===== config.mk =====
export PLATFORM = sky130hd
export DESIGN_NAME = rock_supervisor
export DESIGN_NICKNAME = d
export VERILOG_FILES = /design/src/rtl/rock_pkg.sv /design/src/rtl/rock_persist.sv /design/src/rtl/rock_supervisor.sv
export SDC_FILE = /design/constraint.sdc
export NUM_CORES = 1
export LEC_CHECK = 0
export CAP_MARGIN = 10
export CORE_MARGIN = 4
export CORE_UTILIZATION = 32
export DETAILED_ROUTE_END_ITERATION = 6
export GPL_ROUTABILITY_DRIVEN = 0
export PLACE_DENSITY = 0.53
export SYNTH_ARGS = -nofsm -noshare
export SYNTH_HDL_FRONTEND = slang
export SYNTH_SLANG_ARGS = --single-unit
export TNS_END_PERCENT = 10

===== constraint.sdc =====
create_clock -name clk -period 5.15 [get_ports clk]
set_input_delay 1.03 -clock clk [delete_from_list [all_inputs] [get_ports clk]]
set_output_delay 1.03 -clock clk [all_outputs]
set_load 0.02 [all_outputs]

===== src/rtl/rock_pkg.sv =====
// Shared types and thresholds for the rocking supervisor.
// The state encoding is fixed so that existing debug tooling can decode it.
package rock_pkg;

    localparam int AMP_W  = 3;
    localparam int FREQ_W = 3;

    localparam logic [7:0] CRY_START = 8'd64;
    localparam logic [7:0] CRY_QUIET = 8'd16;
    localparam logic [7:0] CRY_HIGH  = 8'd200;
    localparam logic [7:0] HR_MIN    = 8'd60;
    localparam logic [7:0] HR_MAX    = 8'd180;

    localparam int LOST_TICKS  = 16;
    localparam int QUIET_TICKS = 32;
    localparam int HOLD_TICKS  = 8;

    localparam logic [1:0] MAX_RESTARTS = 2'd3;

    typedef enum logic [2:0] {
        IDLE    = 3'd0,
        TRACK   = 3'd1,
        RAMP    = 3'd2,
        HOLD    = 3'd3,
        RESTART = 3'd4,
        FAULT   = 3'd5
    } state_t;

    function automatic logic [AMP_W-1:0] dec_sat(input logic [AMP_W-1:0] v);
        return (v == '0) ? v : v - 1'b1;
    endfunction

endpackage


===== src/rtl/rock_persist.sv =====
// Tick-based persistence counter: done fires on the tick that completes
// LIMIT consecutive ticks of cond. Saturates; any quiet tick or clr clears it.
module rock_persist #(
    parameter int LIMIT = 16,
    parameter int W     = 5
) (
    input  logic clk,
    input  logic reset,
    input  logic tick,
    input  logic cond,
    input  logic clr,
    output logic done
);

    localparam logic [W-1:0] LIM  = W'(LIMIT);
    localparam logic [W-1:0] LAST = W'(LIMIT - 1);

    logic [W-1:0] cnt;

    always_ff @(posedge clk or posedge reset) begin
        if (reset) begin
            cnt <= '0;
        end else if (clr) begin
            cnt <= '0;
        end else if (tick) begin
            if (!cond)
                cnt <= '0;
            else if (cnt != LIM)
                cnt <= cnt + 1'b1;
        end
    end

    assign done = tick & cond & ~clr & (cnt >= LAST);

endmodule


===== src/rtl/rock_supervisor.sv =====
// Sequencer between the rocking controller and the power-stage output:
// gates rocking on cry volume, ramps down on lost regulation, restarts or faults.
module rock_supervisor
    import rock_pkg::*;
(
    input  logic              clk,
    input  logic              reset,
    input  logic              tick,
    input  logic [7:0]        huil_vol,
    input  logic [7:0]        hartslag,
    input  logic [AMP_W-1:0]  ctrl_amp,
    input  logic [FREQ_W-1:0] ctrl_freq,
    output logic [AMP_W-1:0]  amp,
    output logic [FREQ_W-1:0] freq,
    output logic              ctrl_restart,
    output logic              rocking,
    output logic              alarm
);

    localparam logic [2:0] HOLD_LAST = 3'(HOLD_TICKS - 1);

    state_t     state;
    state_t     nxt;
    logic [2:0] hcnt;
    logic [1:0] rcnt;

    logic bad;
    logic quiet;
    logic clr;
    logic loss_done;
    logic quiet_done;

    logic [AMP_W-1:0]  amp_dec;
    logic [FREQ_W-1:0] freq_dec;

    assign bad = (hartslag == 8'd0) | (hartslag < HR_MIN)
               | (hartslag > HR_MAX) | (huil_vol >= CRY_HIGH);
    assign quiet = huil_vol < CRY_QUIET;
    // Counters only run while tracking; RESTART clears them and drops its tick.
    assign clr = (state != TRACK);

    assign amp_dec  = dec_sat(amp);
    assign freq_dec = dec_sat(freq);

    rock_persist #(.LIMIT(LOST_TICKS), .W(5)) u_loss (
        .clk   (clk),
        .reset (reset),
        .tick  (tick),
        .cond  (bad),
        .clr   (clr),
        .done  (loss_done)
    );

    rock_persist #(.LIMIT(QUIET_TICKS), .W(6)) u_quiet (
        .clk   (clk),
        .reset (reset),
        .tick  (tick),
        .cond  (quiet),
        .clr   (clr),
        .done  (quiet_done)
    );

    always_comb begin
        nxt = state;
        case (state)
            IDLE:
                if (tick && huil_vol >= CRY_START)
                    nxt = TRACK;
            TRACK:
                if (loss_done)
                    nxt = RAMP;
                else if (quiet_done)
                    nxt = IDLE;
            RAMP:
                if (tick && amp_dec == '0 && freq_dec == '0)
                    nxt = HOLD;
            HOLD:
                if (tick && hcnt == HOLD_LAST)
                    nxt = (rcnt == MAX_RESTARTS) ? FAULT : RESTART;
            RESTART:
                nxt = TRACK;
            FAULT:
                nxt = FAULT;
            default:
                nxt = IDLE;
        endcase
    end

    always_ff @(posedge clk or posedge reset) begin
        if (reset) begin
            state        <= IDLE;
            amp          <= '0;
            freq         <= '0;
            ctrl_restart <= 1'b0;
            rocking      <= 1'b0;
            alarm        <= 1'b0;
            hcnt         <= '0;
            rcnt         <= '0;
        end else begin
            state        <= nxt;
            ctrl_restart <= (nxt == RESTART);
            rocking      <= (nxt == TRACK) | (nxt == RAMP) | (nxt == HOLD);
            alarm        <= (nxt == FAULT);

            if (state != HOLD)
                hcnt <= '0;
            else if (tick)
                hcnt <= hcnt + 1'b1;

            if (state == RESTART)
                rcnt <= rcnt + 1'b1;
            else if (state == TRACK && nxt == IDLE)
                rcnt <= '0;

            case (state)
                TRACK: begin
                    amp  <= (nxt == IDLE) ? '0 : ctrl_amp;
                    freq <= (nxt == IDLE) ? '0 : ctrl_freq;
                end
                RAMP: begin
                    if (tick) begin
                        amp  <= amp_dec;
                        freq <= freq_dec;
                    end
                end
                default: begin
                    amp  <= '0;
                    freq <= '0;
                end
            endcase
        end
    end

endmodule

Word level (Yosys, flattened, before mapping)
Cells that the tools add are included.
Operators by class
  magnitude comparators: 7
  muxes and demuxes: 27
  $add $sub $neg: 6
  equal/unequal tests: 19
  bitwise operators: 12
  reduce and logical (&&, ||, !) cells: 17
Operators with widths (count)
  2-to-1 mux 3 bit: 13
  2-to-1 mux 6 bit: 4
  2-to-1 mux 5 bit: 4
  zero test 3 bit: 6
  one-hot mux 3 bit (6 select lines): 1
  == test 3 bit, second input constant: 5
  == test 3 x 2 -> 1 bit, second input constant: 4
  one-hot mux 3 bit (2 select lines): 2
  >= comparator 8 x 7 -> 1 bit, second input constant: 1
  >= comparator 8 bit, second input constant: 1
  greater-than comparator 8 bit, second input constant: 1
  zero test 8 bit: 1
  < comparator 8 x 5 -> 1 bit, second input constant: 1
  < comparator 8 x 6 -> 1 bit, second input constant: 1
  adder 6 x 1 -> 6 bit, second input constant: 1
  AND 1 bit: 6
  == test 3 x 1 -> 1 bit, second input constant: 2
  >= comparator 6 x 5 -> 1 bit, second input constant: 1
  != test 3 x 2 -> 1 bit, second input constant: 2
  != test 6 bit, second input constant: 1
  nonzero test 2 bit: 3
  subtractor 3 x 1 -> 3 bit, second input constant: 2
  adder 5 x 1 -> 5 bit, second input constant: 1
  >= comparator 5 x 4 -> 1 bit, second input constant: 1
  13 further kinds: 23
Storage, ports and cells
  input port bits: 25
  flip-flop bits (word level): 28
  output and inout bits: 9

Logic depth before layout (Yosys ltp)
Gate-level depths: netlist of the first run.
  depth in word-level cells: 13
  gate-level depth with buffers: 9
  depth with buffers taken out: 9

By module
From an unflattened synthesis of the first run, not the netlist that was laid out.
Unflattened totals
  cell total of the unflattened synthesis: 212
  area total of the unflattened synthesis: 1908.1 um^2
Modules (own cells, without submodules)
  rock_supervisor: sequential area each 425.4 um^2, times used 1, cells each 122, area an instance 1113.6 um^2
  rock_persist at u_quiet: sequential area each 150.1 um^2, times used 1, cells each 49, area an instance 441.7 um^2
  rock_persist at u_loss: sequential area each 125.1 um^2, times used 1, cells each 41, area an instance 352.8 um^2

Worst setup path after synthesis of the first run
Ideal clock, no wire load.
  kind: input port to flip-flop
  start: input port huil_vol[7]
  end: register rocking
  path buffers: 0
  cell stages on the path: 5
  arrival time: 2.126 ns
  setup slack: 2.888 ns
  path through: nor4_4 -> nand2_2 -> o21a_4 -> nor3_4 -> o211ai_1
On the way
  word-level cells in the longest chain between the ends: 10
  elaborated cells on any way between the ends: 20
Ends and longest elaborated chain
  start: declaration: RTL line rock_supervisor.sv:9  | input logic [7:0] huil_vol,
  < comparator 8 x 5 -> 1 bit / >= comparator 8 bit (equally long branches): RTL line rock_supervisor.sv:38, rock_supervisor.sv:37
  AND 1 bit / OR 1 bit (equally long branches): RTL line rock_persist.sv:33, rock_supervisor.sv:37
  AND 1 bit (2 in series): RTL line rock_persist.sv:33  | assign done = tick & cond & ~clr & (cnt >= LAST);
  2-to-1 mux 3 bit / AND 1 bit (equally long branches): RTL line rock_supervisor.sv:72, rock_persist.sv:33
  2-to-1 mux 3 bit: RTL line rock_supervisor.sv:70  | if (loss_done)
  one-hot mux 3 bit (6 select lines) *: RTL line rock_supervisor.sv:65  | case (state)
  == test 3 x 1 -> 1 bit / == test 3 x 2 -> 1 bit (equally long branches): RTL line rock_supervisor.sv:102  | rocking <= (nxt == TRACK) | (nxt == RAMP) | (nxt == HOLD);
  OR 1 bit: RTL line rock_supervisor.sv:102
  OR 1 bit *: RTL line rock_supervisor.sv:102
  end signal: assignment: RTL line rock_supervisor.sv:102
  end: declaration: RTL line rock_supervisor.sv:16  | output logic rocking,
Mark *: on every way between the ends. The rest lies on a longest branch, timed or not.
A chain may end at the register's enable or synchronous reset.

Worst setup path after layout of the first run
  start: input port tick
  end: register state[0]
On the way
  word-level cells in the longest chain between the ends: 6
  elaborated cells on any way between the ends: 16
Ends and longest elaborated chain
  start: declaration: RTL line rock_supervisor.sv:8  | input logic tick,
  AND 1 bit (3 in series): RTL line rock_persist.sv:33
  2-to-1 mux 3 bit: RTL line rock_supervisor.sv:72  | else if (quiet_done)
  2-to-1 mux 3 bit: RTL line rock_supervisor.sv:70
  one-hot mux 3 bit (6 select lines) *: RTL line rock_supervisor.sv:65
  named net nxt[0]: RTL line rock_supervisor.sv:23  | state_t nxt;
  end signal: assignment: RTL line rock_supervisor.sv:100  | state <= nxt;
  end: declaration: RTL line rock_supervisor.sv:22  | state_t state;
The timed path passes the listed nets; every way through them passes the cells marked *.

==> results.json, run 1 <==
{
  "drive_gt1_frac": 0.0798,
  "grt.met2_usage": 0.213,
  "yosysUniqueCellTypes": 54,
  "clock-sinks": 28,
  "via_per_inst": 5.08,
  "clk_latency_ns": 0.28,
  "slew_violations": 0,
  "antenna_found_initial": 0,
  "worst_path_max_delay_cell": "a21oi_2",
  "antenna_left": 0,
  "grt-busiest-layer": "met2",
  "drt-initial-drc-count": 50,
  "worst-path-stages": 6,
  "h-tree-depth": 1,
  "path_cells": "clkdlybuf4s50_1, buf_4, inv_1, a21oi_2, nand3_2, a22o_1",
  "leakagePower_nw": 1.02,
  "synth-edff-count": 0,
  "worstPathRequired_ns": 5.33,
  "start_util": 0.337,
  "setup_ws_ns": 2.38,
  "finalHoldViolations": 0,
  "syn_avg_cell_area_um2": 9.18,
  "drc": 0,
  "synth-seq-area-share": 0.370,
  "drt_wl_total_um": 4220,
  "ys_seq_elements": 28,
  "cts_buffer_depth": 2,
  "die_area_um2": 7210,
  "power_uw": 591,
  "core_um2": 5610,
  "netlist_instances": 206,
  "tightest_slew_ns": 0.791,
  "yosysWarnings": 0,
  "peakVddDrop_mv": 0.146,
  "holdPathStages": 2,
  "firstDrtPassIters": 4,
  "synth_nets": 245,
  "rsz0062_at_grt": "false",
  "status": "finished, final reports clean",
  "synth_top_area_cell": "dfrtp_1",
  "critPathTopFamily": "buffers and inverters",
  "cp_max_fo": 20,
  "grtUsageTotal": 0.123,
  "fp.dieW_um": 84.9,
  "layout_common_cells": "clkdlybuf4s50_1 (30), dfrtp_1 (28), nand2_1 (20)",
  "fin_nets": 278,
  "worstPathArrival_ns": 2.94,
  "pin_count": 34,
  "grt.overflow.total": 0,
  "place_ws_ns": 2.09,
  "synth_flop_cell": "dfrtp_1",
  "grt_pass1_vias": 1600,
  "yosys.area.top_type_share": 0.370,
  "async_flop_share": 1.00,
  "final_common_cell": "clkdlybuf4s50_1",
  "slew-limit-headroom": 0.471,
  "min_to": "hcnt[2]",
  "num_vias": 1575,
  "portBuffers": 30,
  "rows": 27,
  "holdCritPathClass": "reg2reg",
  "slowest_delay_ns": 0.47,
  "period_share": 0.537,
  "r2r_setup_slack_ns": 3.04,
  "fmax_ghz": 0.362,
  "min_period_ns": 2.77,
  "num_antenna_cells": 0,
  "path_buf_inv": 3,
  "endpoint_kind": "register",
  "numCtsBuffers": 3,
  "critPathKind": "in2reg",
  "root_buffer": "clkbuf_8",
  "clkTransAtPathRegs_ns": 0.10,
  "cts_hold_buf": 0,
  "syn_area_um2": 1890,
  "setup_violations": 0,
  "cts_tree": "done",
  "die_h_um": 84.9,
  "grt_util_met1": 0.161,
  "post_cts_buffers": 0,
  "maxCapViolations": 0,
  "r2r_end": "u_quiet.cnt[0]",
  "fin_skew_ns": 0.00355,
  "p_per_area_nw_per_um2": 252,
  "grt_max_degree": 29,
  "rr_startpoint": "state[0]",
  "startpoint_type": "input pin",
  "area_delta_synth_final_pct": 23.8,
  "avgRoutedWirePerCell_um": 13.6,
  "synthTopCellsByArea": "dfrtp_1 (37%), ha_1 (9.3%), nand2_1 (4.0%)",
  "reg2reg_depth": 5,
  "min_from": "hcnt[2]",
  "grt_util_met3": 0.0184,
  "ctsResizeCount": 0,
  "finalSetupTns_ns": 0,
  "grt_pass1_wl_um": 7340,
  "dp_hpwl_um": 3180
}
-- metal layers --
metal / up-vias / part of all wire
met5: - / 0
met4: 0 / 0.0069
li1: 803 / -
met2: 28 / 0.46
met1: 740 / 0.49
met3: 4 / 0.037
-- cells in the mapped netlist, drive strengths merged (4+ instances only) --
cell type and count:
nand2 21, ha 14, xnor2 4, nor2 17, nor3 4, nand4 4, mux2i 7, nand3 8
dfrtp 28, a41oi 6, o21ai 18, inv 16, nand2b 5, a21oi 10
-- sequential cells by signal (all words and copies together), names as in the netlist --
| name | cells |
|---|---|
| rcnt | 2 |
| u_quiet.cnt | 6 |
| alarm | 1 |
| u_loss.cnt | 5 |
| ctrl_restart | 1 |
| freq | 3 |
| state | 3 |
| amp | 3 |
| hcnt | 3 |
| rocking | 1 |
-- power breakdown --
| part | internal, mW | switching (mW) |
|---|---|---|
| clock network | 0.104 | 0.0719 |
| registers | 0.235 | 0.0178 |
| logic | 0.0745 | 0.0877 |
| total | 0.414 | 0.177 |
-- metrics by stage --
step	hold WS (ns)	utilization	std cells	cell area, µm²
2_1_floorplan	0.490	-	206	1890
3_3_place_gp	0.511	0.405	306	2270
3_5_place_dp	0.526	0.405	306	2270
4_1_cts	0.552	0.418	310	2340
5_1_grt	0.573	0.418	310	2340
6_report	0.550	0.418	310	2340
-- cells by family after synthesis --
kind of cell / share of synthesized area
adder cells (fa/ha/maj): 0.0926
AND/OR/NAND/NOR: 0.225
AO/OA/AOI/OAI: 0.195
flip-flops: 0.370
multiplexers: 0.0370
buffers and inverters: 0.0522
XOR/XNOR: 0.0278
-- final cells by class --
cell class                      instances  area (µm²)
Clock buffer                            3        41.3
Multi-Input combinational cell        157        1100
Tap cell                               72        90.1
Inverter                               16        60.1
Timing Repair Buffer                   33         323
Clock inverter                          1        30.0
Sequential cell                        28         701
Fill cell                             561        3270
-- worst reg2reg max path, stage by stage, from the launching register on --
cell and delay, ns:
dfrtp_1 0.54, nor3b_2 0.72, buf_4 0.29, o21ai_1 0.17, nand3_1 0.17, mux2i_1 0.09
-- how the worst max path moves through the flow --
stage | slack (ns) | from | end
global placement | 2.10 | tick | state[0]
floorplan | 2.89 | huil_vol[7] | rocking
global route | 2.27 | tick | state[0]
finish | 2.38 | tick | state[0]
detailed placement | 2.09 | tick | state[0]
CTS | 2.40 | tick | state[0]
Power figures use the tool's default switching activity.
==> run 2: changes to the inputs <==
==> constraint.sdc (replaced) <==
create_clock -name clk -period 2.55 [get_ports clk]
set_input_delay 0.51 -clock clk [delete_from_list [all_inputs] [get_ports clk]]
set_output_delay 0.51 -clock clk [all_outputs]
set_load 0.02 [all_outputs]
==> run 2 against run 1 <==
  * Via count grew 0.89%
  * Combinational power grew 110%
  * Register-to-register slack lost 2.7 ns
  * Non-clock buffer count grew 8
  * Final cell count grew 2.3%
  * Hold slack lost 0.010 ns
  * First-iteration DRC count grew 40%
  * Sequential cell count is the same
  * Final area grew 1.3%
  * Sequential share of layout area shrank 0.38 points
  * Global-route usage is essentially flat
  * Largest power group unchanged
==> results.json, run 2 (same netlist as run 1, synthesis figures left out) <==
{
  "grt_pass1_vias": 1594,
  "post_cts_buffers": 0,
  "endpoint_kind": "register",
  "num_vias": 1589,
  "critPathKind": "reg2reg",
  "clk_latency_ns": 0.27,
  "pin_count": 34,
  "final_cell_count_no_fill": 317,
  "min_period_ns": 2.18,
  "fin_nets": 286,
  "die_h_um": 84.9,
  "rsz0062_at_grt": "false",
  "postLayoutCoreUtil": 0.423,
  "antenna_found_initial": 0,
  "worstPathArrival_ns": 2.37,
  "switching_power_uw": 354,
  "grt_util_met3": 0.0155,
  "leakagePower_nw": 1.04,
  "p_per_area_nw_per_um2": 462,
  "period_share": 0.856,
  "p_comb_frac": 0.310,
  "grt-busiest-layer": "met2",
  "status": "finished, final reports clean",
  "p_sw_frac": 0.322,
  "grt_pass1_wl_um": 7410,
  "p_seq_frac": 0.466,
  "core_um2": 5610,
  "peakVddDrop_mv": 0.246,
  "dp_cells": 314,
  "cts_hold_buf": 0,
  "drt-initial-drc-count": 70,
  "grt.overflow.total": 0,
  "worstPathRequired_ns": 2.74,
  "h-tree-depth": 1,
  "root_buffer": "clkbuf_8",
  "clkTransAtPathRegs_ns": 0.10,
  "die_area_um2": 7210,
  "cts_buffer_depth": 2,
  "startpoint_type": "register",
  "maxCapViolations": 0,
  "top_register": "u_quiet.cnt",
  "area_delta_synth_final_pct": 25.4,
  "portBuffers": 30,
  "final_common_cell": "clkdlybuf4s50_1",
  "slew_violations": 0,
  "largest_reg_flops": 6,
  "drive_gt1_frac": 0.106,
  "drt_wl_total_um": 4270,
  "p_int_uw": 743,
  "start_util": 0.337,
  "power_mw": 1.10,
  "cts_tree": "done",
  "grtUsageTotal": 0.123,
  "grt.met2_usage": 0.214,
  "grt_max_degree": 29,
  "firstDrtPassIters": 4,
  "numCtsBuffers": 3,
  "largest_registers": "u_quiet.cnt (6), u_loss.cnt (5)",
  "rows": 27,
  "drc": 0,
  "fmax_ghz": 0.458,
  "cp_max_fo": 4,
  "finalSetupTns_ns": 0,
  "ctsResizeCount": 0,
  "tightest_slew_ns": 0.706,
  "antenna_left": 0,
  "fin_skew_ns": 0.00815,
  "grt_util_met1": 0.165,
  "dp_hpwl_um": 3250,
  "holdCritPathClass": "reg2reg",
  "pwr-share-clk": 0.224,
  "finalHoldViolations": 0,
  "clock-sinks": 28,
  "setup_violations": 0,
  "avgRoutedWirePerCell_um": 13.5,
  "layout_common_cells": "clkdlybuf4s50_1 (30), dfrtp_1 (28), nand2_1 (20)",
  "slew-limit-headroom": 0.526,
  "fp.dieW_um": 84.9,
  "num_antenna_cells": 0,
  "via_per_inst": 5.01
}
-- run 2: final cells by class --
cell class | count | area (µm²)
inverters | 16 | 60.1
clock buffers | 3 | 41.3
flip-flops and latches | 28 | 701
fillers | 577 | 3240
well taps | 72 | 90.1
repair buffers | 41 | 383
multi-input cells | 157 | 1100
-- run 2: power by group through the flow --
stage	combinational, mW	sequential (mW)	clock [mW]
after floorplan	0.197	0.531	0
after global placement	0.343	0.519	0
after detailed placement	0.344	0.520	0
after CTS	0.346	0.511	0.254
after global routing	0.380	0.517	0.271
final	0.340	0.511	0.246
-- run 2: metrics by stage --
| step | setup slack (ns) | area, µm² | hold WS (ns) |
|---|---|---|---|
| floorplan | 0.648 | 1890 | 0.490 |
| global placement | 0.191 | 2330 | 0.512 |
| detailed placement | 0.154 | 2330 | 0.527 |
| CTS | 0.351 | 2370 | 0.550 |
| global route | 0.168 | 2370 | 0.586 |
| finish | 0.366 | 2370 | 0.540 |
-- run 2: path summary, 6_finish.rpt --
path                         start       endpoint  slack [ns]  cells after the start
min in group asynchronous    reset  u_loss.cnt[1]        0.59                      3
max in group asynchronous    reset        freq[0]        1.68                      3
hold / removal             hcnt[2]        hcnt[2]        0.54                      2
setup / recovery            amp[0]        rocking        0.37                     10
hold reg to reg            hcnt[2]        hcnt[2]        0.54                      2
setup reg to reg            amp[0]        rocking        0.37                     10
-- run 2: worst max-delay path, stage by stage, from the launching register on --
cell and delay [ns]:
dfrtp_1 0.44, inv_1 0.08, ha_1 0.17, inv_1 0.05, ha_1 0.19, nor4b_1 0.29
nand2_1 0.11, nor4_2 0.36, nor3_4 0.08, buf_4 0.15, o211ai_1 0.17
-- run 2: per-layer routing --
metal | wire length (µm) | vias up
met4 | 20 | 0
met5 | 0 | -
li1 | - | 822
met2 | 1970 | 22
met1 | 2150 | 743
met3 | 128 | 2
==> run 3: changes to the inputs <==
--- a/config.mk
+++ b/config.mk
@@ -5,12 +5,12 @@
 export SDC_FILE = /design/constraint.sdc
 export NUM_CORES = 1
 export LEC_CHECK = 0
-export CAP_MARGIN = 10
+export CAP_MARGIN = 0
 export CORE_MARGIN = 4
 export CORE_UTILIZATION = 32
 export DETAILED_ROUTE_END_ITERATION = 6
 export GPL_ROUTABILITY_DRIVEN = 0
-export PLACE_DENSITY = 0.53
+export PLACE_DENSITY = 0.55
 export SYNTH_ARGS = -nofsm -noshare
 export SYNTH_HDL_FRONTEND = slang
 export SYNTH_SLANG_ARGS = --single-unit
==> constraint.sdc (replaced) <==
create_clock -name clk -period 1.8 [get_ports clk]
set_input_delay 0.36 -clock clk [delete_from_list [all_inputs] [get_ports clk]]
set_output_delay 0.36 -clock clk [all_outputs]
set_load 0.02 [all_outputs]
==> run 3 against run 2 <==
  * The flow now finishes with violations (negative setup slack)
  * Clock skew fell by 0.0019 ns
  * Largest power group unchanged
  * Highest routed layer unchanged
  * Sequential cell count did not move
  * Total power rose by 62%
  * Register-to-register slack got worse by 0.40 ns
  * Utilization rose by 5.1 points
==> results.json, run 3 (same netlist as run 1, synthesis figures left out) <==
{
  "finalSetupTns_ns": -0.384,
  "fmax_ghz": 0.534,
  "firstDrtPassIters": 4,
  "antenna_left": 0,
  "grt_pass1_vias": 1678,
  "crit_start": "huil_vol[5]",
  "leakagePower_nw": 1.15,
  "peakVddDrop_mv": 0.326,
  "clock-sinks": 28,
  "tightest_slew_ns": 0.397,
  "dp_hpwl_um": 3450,
  "die_h_um": 84.9,
  "violations": "negative setup slack",
  "dp_cells": 333,
  "maxCapViolations": 0,
  "rsz0062_at_grt": "true",
  "start_util": 0.337,
  "slew-limit-headroom": 0.732,
  "antenna_found_initial": 0,
  "drc": 0,
  "status": "complete, but fails checks",
  "worstPathRequired_ns": 1.95,
  "worst_path_max_delay_cell": "clkdlybuf4s50_1",
  "setup_ws_ns": -0.0710,
  "grt.overflow.total": 0,
  "fp.dieW_um": 84.9,
  "pwr-share-clk": 0.228,
  "avgRoutedWirePerCell_um": 13.5,
  "final_common_cell": "clkdlybuf4s50_1",
  "holdWs_ns": 0.434,
  "portBuffers": 30,
  "die_area_um2": 7210,
  "clkTransAtPathRegs_ns": 0.10,
  "fin_nets": 305,
  "drive_gt1_frac": 0.253,
  "cp_max_fo": 8,
  "drt_wl_total_um": 4560,
  "endpoint_kind": "register",
  "drt-initial-drc-count": 83,
  "final_cell_count_no_fill": 337,
  "cts_buffer_depth": 2,
  "critPathKind": "in2reg",
  "area_delta_synth_final_pct": 40.5,
  "core_um2": 5610,
  "r2r_setup_slack_ns": -0.03,
  "num_antenna_cells": 0,
  "rr_startpoint": "freq[0]",
  "layout_common_cells": "clkdlybuf4s50_1 (30), buf_4 (29), dfrtp_1 (24)",
  "critPathTopFamily": "simple AND/OR/NAND/NOR gates",
  "top_register": "u_quiet.cnt",
  "switching_power_uw": 578,
  "pin_count": 34,
  "p_per_area_nw_per_um2": 669,
  "power_mw": 1.78,
  "r2r_end": "rocking",
  "holdCritPathClass": "in2async",
  "place_ws_ns": -0.444,
  "slowest_delay_ns": 0.42,
  "place_area_um2": 2500,
  "path_cells": "clkdlybuf4s50_1, buf_4, nor4_4, nand2_2, o21a_4, nor3_4, o211ai_1",
  "grt_max_degree": 29,
  "postLayoutCoreUtil": 0.474,
  "root_buffer": "clkbuf_8",
  "cts_hold_buf": 0,
  "min_period_ns": 1.87,
  "setup_violations": 8,
  "path_buf_inv": 2,
  "grt_pass1_wl_um": 7870,
  "worst-path-stages": 7,
  "reg2reg_depth": 9,
  "rows": 27,
  "cts_tree": "done",
  "largest_registers": "u_quiet.cnt (6), u_loss.cnt (5)",
  "stdcell_area_um2": 2660,
  "h-tree-depth": 1,
  "slew_violations": 0,
  "worstPathArrival_ns": 2.02,
  "p_seq_frac": 0.402,
  "startpoint_type": "input pin",
  "p_comb_frac": 0.370,
  "period_share": 1.04,
  "fin_skew_ns": 0.00628,
  "numCtsBuffers": 3,
  "grtUsageTotal": 0.131,
  "num_vias": 1656,
  "clk_latency_ns": 0.28,
  "via_per_inst": 4.91,
  "finalHoldViolations": 0,
  "largest_reg_flops": 6,
  "p_int_mw": 1.20,
  "p_sw_frac": 0.325
}
-- run 3: cell count changes in the layout (fill, tap and decap cells not counted), moves of 2 or more --
cell and delta:
o21ai_1 +2, buf_4 +18, dfrtp_1 -4, ha_1 -5, inv_2 +6, dfrtp_2 +4, ha_4 +5, o21ai_0 -3
inv_1 -6
-- run 3: how the worst max path moves through the flow --
stage / endpoint / slack, ns
finish: rocking / -0.07
detailed placement: rocking / -0.44
global placement: rocking / -0.43
floorplan: state[0] / -0.03
global route: rocking / -0.14
CTS: rocking / -0.14
-- run 3: routing by layer --
metal	global-route usage	share of wire	vias to the layer above
met1	0.180	0.49	768
met3	0.0165	0.030	4
met4	0.0374	0.012	0
met5	0	0	-
li1	-	-	860
met2	0.218	0.47	24
-- run 3: layout make-up --
cell class / count / area [µm²]
inverter: 16 / 60.1
fill: 533 / 2950
timing repair buffer: 60 / 538
clock buffer: 4 / 55.1
sequential: 28 / 706
tap: 72 / 90.1
multi-input combinational: 157 / 1210
-- run 3: worst register-to-register path: cells and delay by family, from the launching register on --
family,cells,cell delay [ns]
compound gates,1,0.20
fa+ha+maj,2,0.28
buf+inv,2,0.11
flops,1,0.42
simple gates,4,0.75
-- run 3: power by group through the flow --
stage                     logic, mW  clock network (mW)  registers (mW)
after global routing          0.723               0.442           0.725
after CTS                     0.635               0.413           0.714
after global placement        0.591                   0           0.719
final                         0.658               0.405           0.715
after detailed placement      0.594                   0           0.720
after floorplan               0.293                   0           0.755
-- run 3: timing repair --
| item | 4_1_cts | 5_1_grt |
|---|---|---|
| buffers inserted | 0 | 0 |
| setup endpoints to repair | 13 | 17 |
| pin swaps | 7 | 6 |
| gates resized for setup | 16 | 8 |
| gates cloned | 0 | 0 |
